==> src/rtl/spi_shift_engine.sv <==
// Frame-counting SPI shift engine: parallel-load a TX word, shift it out and RX bits in on strobes.
// Latency: busy the cycle after an accepted start; done is high in the cycle after the Nth shift.
// Backpressure: none; strobes are applied only in SHIFT, and start is only honoured in IDLE (never queued).
// Ports: clk/reset (sync, active-high); start/load_data/frame_len/lsb_first capture a frame;
//        sample_en/shift_en/serial_in drive the bit timing; serial_out/parallel_out/busy/done report.
module spi_shift_engine #(
    parameter int WIDTH = 8,
    parameter int LEN_W = 4
) (
    input  logic             clk,
    input  logic             reset,
    input  logic             start,
    input  logic [WIDTH-1:0] load_data,
    input  logic [LEN_W-1:0] frame_len,
    input  logic             lsb_first,
    input  logic             sample_en,
    input  logic             shift_en,
    input  logic             serial_in,
    output logic             serial_out,
    output logic [WIDTH-1:0] parallel_out,
    output logic             busy,
    output logic             done
);

    typedef enum logic [1:0] {
        IDLE  = 2'd0,
        SHIFT = 2'd1,
        DONE  = 2'd2
    } state_t;

    localparam logic [LEN_W-1:0] WIDTH_L = LEN_W'(WIDTH);
    localparam logic [LEN_W-1:0] ONE_L   = LEN_W'(1);

    state_t           state, state_nxt;
    logic [WIDTH-1:0] mem, mem_nxt;
    logic             samp, samp_nxt;
    logic [LEN_W-1:0] cnt, cnt_nxt;
    logic             order, order_nxt;
    logic [LEN_W-1:0] eff_len;
    logic             in_bit;

    // A zero or oversized frame length means a full-width frame.
    always_comb begin
        eff_len = frame_len;
        if (frame_len == '0 || frame_len > WIDTH_L) begin
            eff_len = WIDTH_L;
        end
    end

    // A sample strobe coinciding with a shift bypasses the sample bit so the
    // live serial_in value is shifted in rather than the stale one.
    always_comb in_bit = sample_en ? serial_in : samp;

    always_comb begin
        state_nxt = state;
        mem_nxt   = mem;
        samp_nxt  = samp;
        cnt_nxt   = cnt;
        order_nxt = order;
        case (state)
            IDLE: begin
                if (start) begin
                    state_nxt = SHIFT;
                    mem_nxt   = load_data;
                    cnt_nxt   = eff_len;
                    order_nxt = lsb_first;
                end
            end
            SHIFT: begin
                if (sample_en) begin
                    samp_nxt = serial_in;
                end
                if (shift_en) begin
                    // RX enters at the end opposite to the bit being transmitted.
                    mem_nxt = order ? {in_bit, mem[WIDTH-1:1]} : {mem[WIDTH-2:0], in_bit};
                    cnt_nxt = cnt - ONE_L;
                    if (cnt == ONE_L) begin
                        state_nxt = DONE;
                    end
                end
            end
            DONE: begin
                state_nxt = IDLE;
            end
            default: begin
                state_nxt = IDLE;
            end
        endcase
    end

    always_ff @(posedge clk) begin
        if (reset) begin
            state <= IDLE;
            mem   <= '0;
            samp  <= 1'b0;
            cnt   <= '0;
            order <= 1'b0;
        end else begin
            state <= state_nxt;
            mem   <= mem_nxt;
            samp  <= samp_nxt;
            cnt   <= cnt_nxt;
            order <= order_nxt;
        end
    end

    always_comb begin
        serial_out = 1'b0;
        if (state != IDLE) begin
            serial_out = order ? mem[0] : mem[WIDTH-1];
        end
    end

    assign parallel_out = mem;
    assign busy         = (state == SHIFT);
    assign done         = (state == DONE);

endmodule

==> config.mk <==
export PLATFORM = sky130hd
export DESIGN_NAME = spi_shift_engine
export DESIGN_NICKNAME = d
export VERILOG_FILES = /design/src/rtl/spi_shift_engine.sv
export SDC_FILE = /design/constraint.sdc
export NUM_CORES = 1
export LEC_CHECK = 0
export ABC_AREA = 1
export CORE_MARGIN = 1
export CORE_UTILIZATION = 46
export DETAILED_ROUTE_END_ITERATION = 16
export PLACE_DENSITY_LB_ADDON = 0.2
export SETUP_SLACK_MARGIN = 0.5
export SLEW_MARGIN = 20
export SYNTH_ARGS = -nofsm -noshare
export SYNTH_HDL_FRONTEND = slang
export SYNTH_SLANG_ARGS = --single-unit
==> constraint.sdc <==
create_clock -name clk -period 1.3 [get_ports clk]
set_input_delay 0.13 -clock clk [delete_from_list [all_inputs] [get_ports clk]]
set_output_delay 0.13 -clock clk [all_outputs]
set_load 0.005 [all_outputs]
Word-level counts from Yosys, hierarchy flattened --
Cells that the tools add are included.
Storage, ports and cells: logic and storage cells 36, bits in writable memories 0, input port bits 19, memory bits (read-only) 0, register bits 16, bits in latches 0, memories 0, output and inout port bits 11
Operators by class: equal/unequal tests 6, add/sub/neg operators 1, shift operators 0, magnitude comparators 1, multiplexer cells 15, reduce and logical (&&, ||, !) cells 8, bitwise logic cells 0, multiply operators 0, div/mod/pow operators 0
Operators with widths (number):
- 8-bit two-way mux | 3
- 8-bit case mux with 2 select lines | 1
- 4-bit two-way mux | 3
- 4-bit case mux with 2 select lines | 1
- 2-bit two-way mux | 3
- 3-bit AND reduction | 2
- 4-bit by 1-bit == test with 1-bit output, second input constant | 1
- 4-bit greater-than comparator, second input constant | 1
- 4-bit zero test | 1
- 2-bit != test, second input constant | 2
- 2-bit case mux with 2 select lines | 1
- 2-bit nonzero test | 2
- 4-bit by 1-bit subtractor with 4-bit output, second input constant | 1
- 1-bit two-way mux | 3
- 2-bit by 1-bit == test with 1-bit output, second input constant | 1
- 2-bit == test, second input constant | 1
- 2-bit zero test | 1
- 2-bit by 1-bit != test with 1-bit output, second input constant | 1
- 2-bit AND reduction | 1
- 1-bit logical OR | 1

Logic depth before layout (Yosys ltp) --
Gate-level depths: netlist of run 1.
word-level depth 5, depth in mapped cells 8, depth with buffers taken out 8

Least setup slack after synthesis of run 1 --
OpenSTA, ideal clock, no wires.
path kind flip-flop to flip-flop, from reg state[0], to reg cnt[0], cell stages (with the launch flop) 8, buffers on the path 1, data required time 1.187 ns, slack 0.203 ns, clock period less this slack 1.097 ns, setup time 0.113 ns, arrival 0.984 ns, cell sequence dfxtp_1 -> nor2_1 -> nand2_1 -> nand2_2 -> buf_4 -> nand2_1 -> nand2_1 -> nor2_1
Between the ends: longest elaborated chain between the ends 3, elaborated cells on any way between the ends 7, classes of those cells eq/ne: 3; mux: 1; reduce/logical: 3
Ends and longest elaborated chain:
- start, declared | line 34 | state_t state, state_nxt;
- start signal, assigned | line 99 | state <= state_nxt;
- 2-bit by 1-bit == test with 1-bit output / 2-bit zero test (equally long branches) | line 60 | case (state)
- 2-bit != test (no source line) / 2-bit nonzero test (equally long branches)
- 3-bit AND reduction (no source line)
- end signal, assigned | line 102 | cnt <= cnt_nxt;
- end, declared | line 37 | logic [LEN_W-1:0] cnt, cnt_nxt;
Several ways; a longest one is shown, not always the timed one. A chain may end at the register's enable or synchronous reset.

Worst setup path in the final report of run 1 --
from reg state[1], to reg cnt[3]
Same word-level chain as after synthesis.

==> results of run 1 <==
==> through the flow <==
| stage | instances | setup slack (ns) | power [W] |
|---|---|---|---|
| final | 244 | 0.0503 | 0.00167 |
| after global routing | 244 | -0.0217 | 0.00178 |
| after CTS | 242 | 0.0866 | 0.00158 |
| after detailed placement | 233 | -0.141 | 0.00123 |
| after global placement | 233 | -0.0985 | 0.00121 |
| after floorplan | 172 | 0.303 | 0.00101 |
==> synthesized netlist by cell type, drive strengths merged <==
master / count
a211oi: 1
a21oi: 8
a31oi: 1
buf: 5
clkbuf: 1
clkinv: 1
dfxtp: 16
ha: 2
inv: 20
nand2: 68
nand3: 16
nor2: 30
o21ai: 3
==> power by group through the flow <==
stage / clock [W] / sequential (W) / combinational (W)
global route: 0.000307 / 0.000624 / 0.000854
floorplan: 0 / 0.000613 / 0.000397
CTS: 0.000285 / 0.000605 / 0.000687
global placement: 0 / 0.000607 / 0.000607
detailed placement: 0 / 0.000608 / 0.000622
finish: 0.000280 / 0.000616 / 0.000776
==> state kept, by name, summed over array words and instances, names as in the netlist <==
register	count
parallel_out	8
state	2
samp	1
order	1
cnt	4
==> area by class of cell <==
type / count / share of cell area, %
inverters: 21 / 5.44
flip-flops and latches: 16 / 21.2
repair buffers: 47 / 27.8
clock inverters: 1 / 0.233
multi-input cells: 129 / 41.8
well taps: 27 / 2.10
clock buffers: 3 / 1.40
==> repair_timing <==
| action | CTS | global route |
|---|---|---|
| gates cloned | 0 | 1 |
| endpoints found under the setup margin | 27 | 27 |
| gates resized for setup | 70 | 14 |
| pin swaps | 6 | 6 |
| buffers inserted | 5 | 1 |
==> layout by cell type (no fill, tap or decap), drive strengths merged <==
master,instances
clkinv,2
nor2,30
inv,20
a21oi,8
a31oi,1
ha,2
a211oi,1
buf,27
nand3,16
clkdlybuf4s50,18
clkbuf,5
o21ai,3
dfxtp,16
nand2,68
==> kinds of logic (layout without fill, tap and decap cells) <==
kind of cell | count (synthesis) | in the layout | share of synthesized area [%]
flip-flops | 16 | 16 | 32.2
adder cells (fa/ha/maj) | 2 | 2 | 2.52
buffers and inverters | 27 | 72 | 12.6
AO/OA/AOI/OAI | 13 | 13 | 7.31
AND/OR/NAND/NOR | 114 | 114 | 45.3
==> routing by layer <==
| metal | vias to the layer above | wire [um] | global-route usage (%) | part of all wire, % |
|---|---|---|---|---|
| met4 | 0 | 94 | 12.3 | 3.0 |
| li1 | 615 | - | - | - |
| met2 | 40 | 1580 | 42.3 | 51 |
| met3 | 8 | 134 | 2.83 | 4.3 |
| met1 | 572 | 1290 | 29.3 | 42 |
| met5 | - | 0 | 0 | 0 |
==> how the worst max path moves through the flow <==
| stage | end | slack (ns) | cells past startpoint |
|---|---|---|---|
| 2_1_floorplan | cnt[1]$_SDFFE_PP0P_ | 0.30 | 7 |
| 3_3_place_gp | cnt[1]$_SDFFE_PP0P_ | -0.1 | 6 |
| 3_5_place_dp | cnt[1]$_SDFFE_PP0P_ | -0.14 | 6 |
| 4_1_cts | serial_out | 0.09 | 4 |
| 5_1_grt | cnt[3]$_SDFFE_PP0P_ | -0.02 | 8 |
| 6_report | cnt[3]$_SDFFE_PP0P_ | 0.05 | 7 |
==> summary.md, run 1 <==
| Metric | Value |
|---|---|
| H-tree levels | `1` |
| Insertion delay to the later sink of the worst-skew pair | `0.30 ns` |
| Status | `finished clean` |
| Post-Route WL | `3090 um` |
| Worst Setup End Kind | `flop` |
| Final hold viol count | `0` |
| DR vias/cell | `5.06` |
| Placeable core region | `2000 um2` |
| Crit. Startpoint | `state[1]$_SDFFE_PP0P_` |
| WP buf/inv | `2` |
| Crit path cell chain | `buf_4 -> a21oi_4 -> buf_12 -> nand2_8 -> nand2_1 -> nand2_1 -> a21oi_2` |
| First-pass GRT wire length | `4460 um` |
| Root Driver | `clkbuf_4` |
| Hold path start | `reset` |
| Clock share of power | `16.8%` |
| Critical Path AT | `1.49 ns` |
| Final Max Slew Viols | `0` |
| Largest delay share family, worst path | `flip-flops` |
| Die area | `2350 um2` |
| Number of core rows | `16` |
| CP most frequent cell | `nand2_1` |
| Worst relative slew slack | `89.2%` |
| Grt ovf | `0` |
| DR DRC count | `0` |
| Layout Skew | `0.00750 ns` |
| Seq. cell area | `342 um2` |
| Sw Ratio | `37.6%` |
| Area after DPL | `1410 um2` |
| Total Neg Setup Slack | `0 ns` |
| Tmin final | `1.25 ns` |
| Worst Hold Path Cells | `2` |
| Unrepaired setup endpoints after global routing | `yes` |
| Slew @ Worst Pin | `0.162 ns` |
| R2R cell count | `7` |
| Worst reg2reg setup slack | `0.05 ns` |
| Total number of vias | `1235` |
| Final instance area | `1610 um2` |
| Hold-fix buffers at CTS | `0` |
| Final ANT Viol Nets | `0` |
| Port Buf Inserts | `29` |
| Routability cong. | `0.841` |
| Hold WC Path Type | `in2reg` |
| Fmax achieved | `0.800 GHz` |
| Max Cap Viol | `0` |
| Final HPWL DP | `1830 um` |
| DIE HEIGHT | `48.5 um` |
| Synth Register Bits | `16` |
| Internal Pwr Total | `0.00104 W` |
| Max incr delay on CP | `0.38 ns` |
| Area of the multi-input gates | `673 um2` |
| Clk pin slew, worst setup/hold paths | `0.10 ns` |
| Bufs on Longest Clock Path | `2` |
| Combinational power share | `46.4%` |
| Clock sinks | `16` |
| Mapped Avg Cell Area | `5.78 um2` |
| Cells after Synth | `172` |
| WHS | `0.406 ns` |
| Initial antenna violation count | `0` |
| DR iter-0 viols | `27` |
| Worst setup SP type | `flop` |
| LEAKAGE | `0.805 nW` |
| CTS buffer count | `3` |
| Top cell type's share of synthesized area | `32.2%` |
| Crit path max-delay cell type | `dfxtp_4` |
| Netlist Area Pre-Place | `993 um2` |
| Post-Syn Nets | `193` |
| Peak VDD IR | `0.000867 V` |
| Layout cells sized above 1 | `32.7%` |
| FILL cells | `142` |
| Vias in the first global route | `1074` |
| Worst-path fanout max | `22` |
| Worst setup path class | `reg2reg` |
| Synthesis-to-finish area growth | `62.0%` |
| I/O pin cnt | `30` |
| Sequential Power Share | `36.8%` |
| Layout Utilization | `80.4%` |
| RR Endpoint | `cnt[3]$_SDFFE_PP0P_` |
| Switching power | `0.000629 W` |
| Starting Density | `49.6%` |
| Required time of the critical path | `1.54 ns` |
| WL/cell | `12.7 um` |
| Min-Delay Endpoint | `state[1]$_SDFFE_PP0P_` |
| RR Startpoint | `state[1]$_SDFFE_PP0P_` |
| Synth Warn # | `0` |
| Antenna diodes | `0` |
| Drt first pass iters | `4` |
| Largest net degree at the start of global routing | `23` |
| Final #Nets | `239` |
| Total GRT Usage | `24.2%` |
| Crit share post-route | `96.1%` |
| TritonCTS clock tree | `done` |
| Area contributors post-synth | `dfxtp_1 32%, nand2_1 25%, nor2_1 11%` |
| Die X-Extent | `48.5 um` |
| Largest area contributor in the netlist | `dfxtp_1` |
| Post-synthesis cell type count | `18` |
| Setup violations, final | `0` |
| Pwr dens | `1040 nW/um2` |
| Post-synthesis sequential area ratio | `32.2%` |
Power figures use the tool's default switching activity.
==> run 2, diff against run 1 <==
--- a/config.mk
+++ b/config.mk
@@ -7,9 +7,11 @@
 export LEC_CHECK = 0
 export ABC_AREA = 1
 export CORE_MARGIN = 1
-export CORE_UTILIZATION = 46
+export CORE_UTILIZATION = 41
 export DETAILED_ROUTE_END_ITERATION = 16
 export PLACE_DENSITY_LB_ADDON = 0.2
+export RECOVER_POWER = 50
+export REMOVE_ABC_BUFFERS = 1
 export SETUP_SLACK_MARGIN = 0.5
 export SLEW_MARGIN = 20
 export SYNTH_ARGS = -nofsm -noshare
==> constraint.sdc (replaced) <==
create_clock -name clk -period 1.1 [get_ports clk]
set_input_delay 0.11 -clock clk [delete_from_list [all_inputs] [get_ports clk]]
set_output_delay 0.11 -clock clk [all_outputs]
set_load 0.005 [all_outputs]
==> summary.md, run 2 (same netlist as run 1, synthesis figures left out) <==
| Metric | Value |
|---|---|
| DR vias/cell | `5.05` |
| Final Max Slew Viols | `0` |
| Root Driver | `clkbuf_4` |
| Post-Route WL | `3140 um` |
| Commonest non-fill, non-tap cells in the layout | `60 x nand2_1, 20 x nor2_1, 18 x clkdlybuf4s50_1` |
| Max incr delay on CP | `0.36 ns` |
| Required time of the critical path | `1.32 ns` |
| Setup violations, final | `15` |
| Clock sinks | `16` |
| Grt ovf | `0` |
| Crit path cell chain | `buf_6 -> a21oi_4 -> nand2_4 -> clkbuf_16 -> nand2_1 -> nand2_1 -> nor2_1` |
| Pwr dens | `1270 nW/um2` |
| Worst Setup End Kind | `flop` |
| WL/cell | `12.5 um` |
| Final ANT Viol Nets | `0` |
| Antenna diodes | `0` |
| Seq. cell area | `337 um2` |
| Layout Cells excl Fill | `252` |
| Most common cell after layout, fill and taps aside | `nand2_1` |
| CP most frequent cell | `nand2_1` |
| Hold WC Path Type | `in2reg` |
| Max reg flops | `8` |
| CTS buffer count | `3` |
| Clk pin slew, worst setup/hold paths | `0.11 ns` |
| Area of the multi-input gates | `676 um2` |
| Peak VDD IR | `0.000771 V` |
| Crit. Startpoint | `state[0]$_SDFFE_PP0P_` |
| Total number of vias | `1272` |
| R2R cell count | `7` |
| Vias in the first global route | `1240` |
| Final hold viol count | `0` |
| H-tree levels | `1` |
| Worst setup path class | `reg2reg` |
| FILL cells | `167` |
| Tmin final | `1.25 ns` |
| DR DRC count | `0` |
| RR Endpoint | `parallel_out[6]$_SDFFE_PP0P_` |
| Bufs on Longest Clock Path | `2` |
| Routability cong. | `0.824` |
| RR Startpoint | `state[0]$_SDFFE_PP0P_` |
| Worst relative slew slack | `84.5%` |
| DIE HEIGHT | `51.2 um` |
| Initial antenna violation count | `0` |
| Hold-fix buffers at CTS | `0` |
| Layout Skew | `0.00855 ns` |
| Worst setup SP type | `flop` |
| Final worst slack | `-0.151 ns` |
| Total GRT Usage | `25.8%` |
| Max Cap Viol | `0` |
| Worst slack at placement | `-0.249 ns` |
| Synthesis-to-finish area growth | `73.4%` |
| Number of core rows | `17` |
| Final HPWL DP | `1800 um` |
| Largest delay share family, worst path | `flip-flops` |
| Fmax achieved | `0.799 GHz` |
| Placed Cells | `239` |
| LEAKAGE | `0.868 nW` |
| Worst reg2reg setup slack | `-0.15 ns` |
| Worst Setup EP | `parallel_out[6]$_SDFFE_PP0P_` |
| Worst-path fanout max | `5` |
| Die area | `2620 um2` |
| DR iter-0 viols | `35` |
| Crit path depth | `7` |
| Slew @ Worst Pin | `0.232 ns` |
| Area after DPL | `1410 um2` |
| Status | `finished, violations left` |
| First-pass GRT wire length | `5100 um` |
| Unrepaired setup endpoints after global routing | `yes` |
| Final #Nets | `246` |
| Insertion delay to the later sink of the worst-skew pair | `0.29 ns` |
| WHS | `0.360 ns` |
| Port Buf Inserts | `29` |
| Starting Density | `44.1%` |
| Drt first pass iters | `4` |
| Placeable core region | `2250 um2` |
| I/O pin cnt | `30` |
| Crit path max-delay cell type | `dfxtp_2` |
| Failing checks | `negative setup slack` |
| Die X-Extent | `51.2 um` |
| Crit share post-route | `114%` |
| Largest net degree at the start of global routing | `12` |
| Final instance area | `1720 um2` |
| WP buf/inv | `2` |
| Critical Path AT | `1.47 ns` |
| Layout cells sized above 1 | `35.3%` |
| TritonCTS clock tree | `done` |
run 2: what timing repair did:
action,4_1_cts,5_1_grt
setup buffers,3,2
pin swaps,9,8
setup endpoints to repair,27,27
resized for setup,99,17
hold endpoints to repair,0,0
gates cloned,3,1
run 2: worst min path at each step:
stage,from,end,slack (ns),cells past startpoint
after floorplan,reset,state[1]$_SDFFE_PP0P_,0.18,1
after detailed placement,samp$_SDFFE_PP0P_,samp$_SDFFE_PP0P_,0.53,2
after global placement,samp$_SDFFE_PP0P_,samp$_SDFFE_PP0P_,0.53,2
final,reset,state[1]$_SDFFE_PP0P_,0.36,2
after global routing,reset,state[1]$_SDFFE_PP0P_,0.37,2
after CTS,reset,state[1]$_SDFFE_PP0P_,0.36,2
run 2: worst reg2reg max path: cells and delay by family (launching register included):
kind	cells	cell delay [ns]
and+or+nand+nor	4	0.35
buffers and inverters	2	0.31
AOI/OAI and AO/OA	1	0.15
DFF	1	0.36
run 2: where the power goes:
part	internal (W)	total, W	switching [W]
combinational	0.000538	0.00106	0.000523
clock	0.000202	0.000404	0.000203
sequential	0.000664	0.000724	0.0000597
run 2: per-layer routing:
metal / wire length (um) / vias up / share of wire, % / GRT usage (%)
met3: 203 / 2 / 6.5 / 3.87
li1: - / 638 / - / -
met2: 1610 / 50 / 51 / 47.8
met5: 0 / - / 0 / 0
met1: 1320 / 582 / 42 / 30.2
met4: 12 / 0 / 0.38 / 7.66
run 2: layout make-up:
| cell class | instances | share of cell area [%] |
|---|---|---|
| multi-input cells | 129 | 39.2 |
| repair buffers | 54 | 32.1 |
| flip-flops and latches | 16 | 19.5 |
| inverters | 21 | 5.01 |
| clock buffers | 4 | 2.11 |
| well taps | 28 | 2.03 |
run 2: metrics by stage:
| stage | util [%] | power (W) | TNS (ns) |
|---|---|---|---|
| 2_1_floorplan | - | 0.00110 | -0.723 |
| 3_3_place_gp | 62.3 | 0.00145 | -2.86 |
| 3_5_place_dp | 62.3 | 0.00147 | -3.09 |
| 4_1_cts | 72.5 | 0.00207 | -0.750 |
| 5_1_grt | 76.4 | 0.00234 | -2.28 |
| 6_report | 76.4 | 0.00219 | -1.45 |
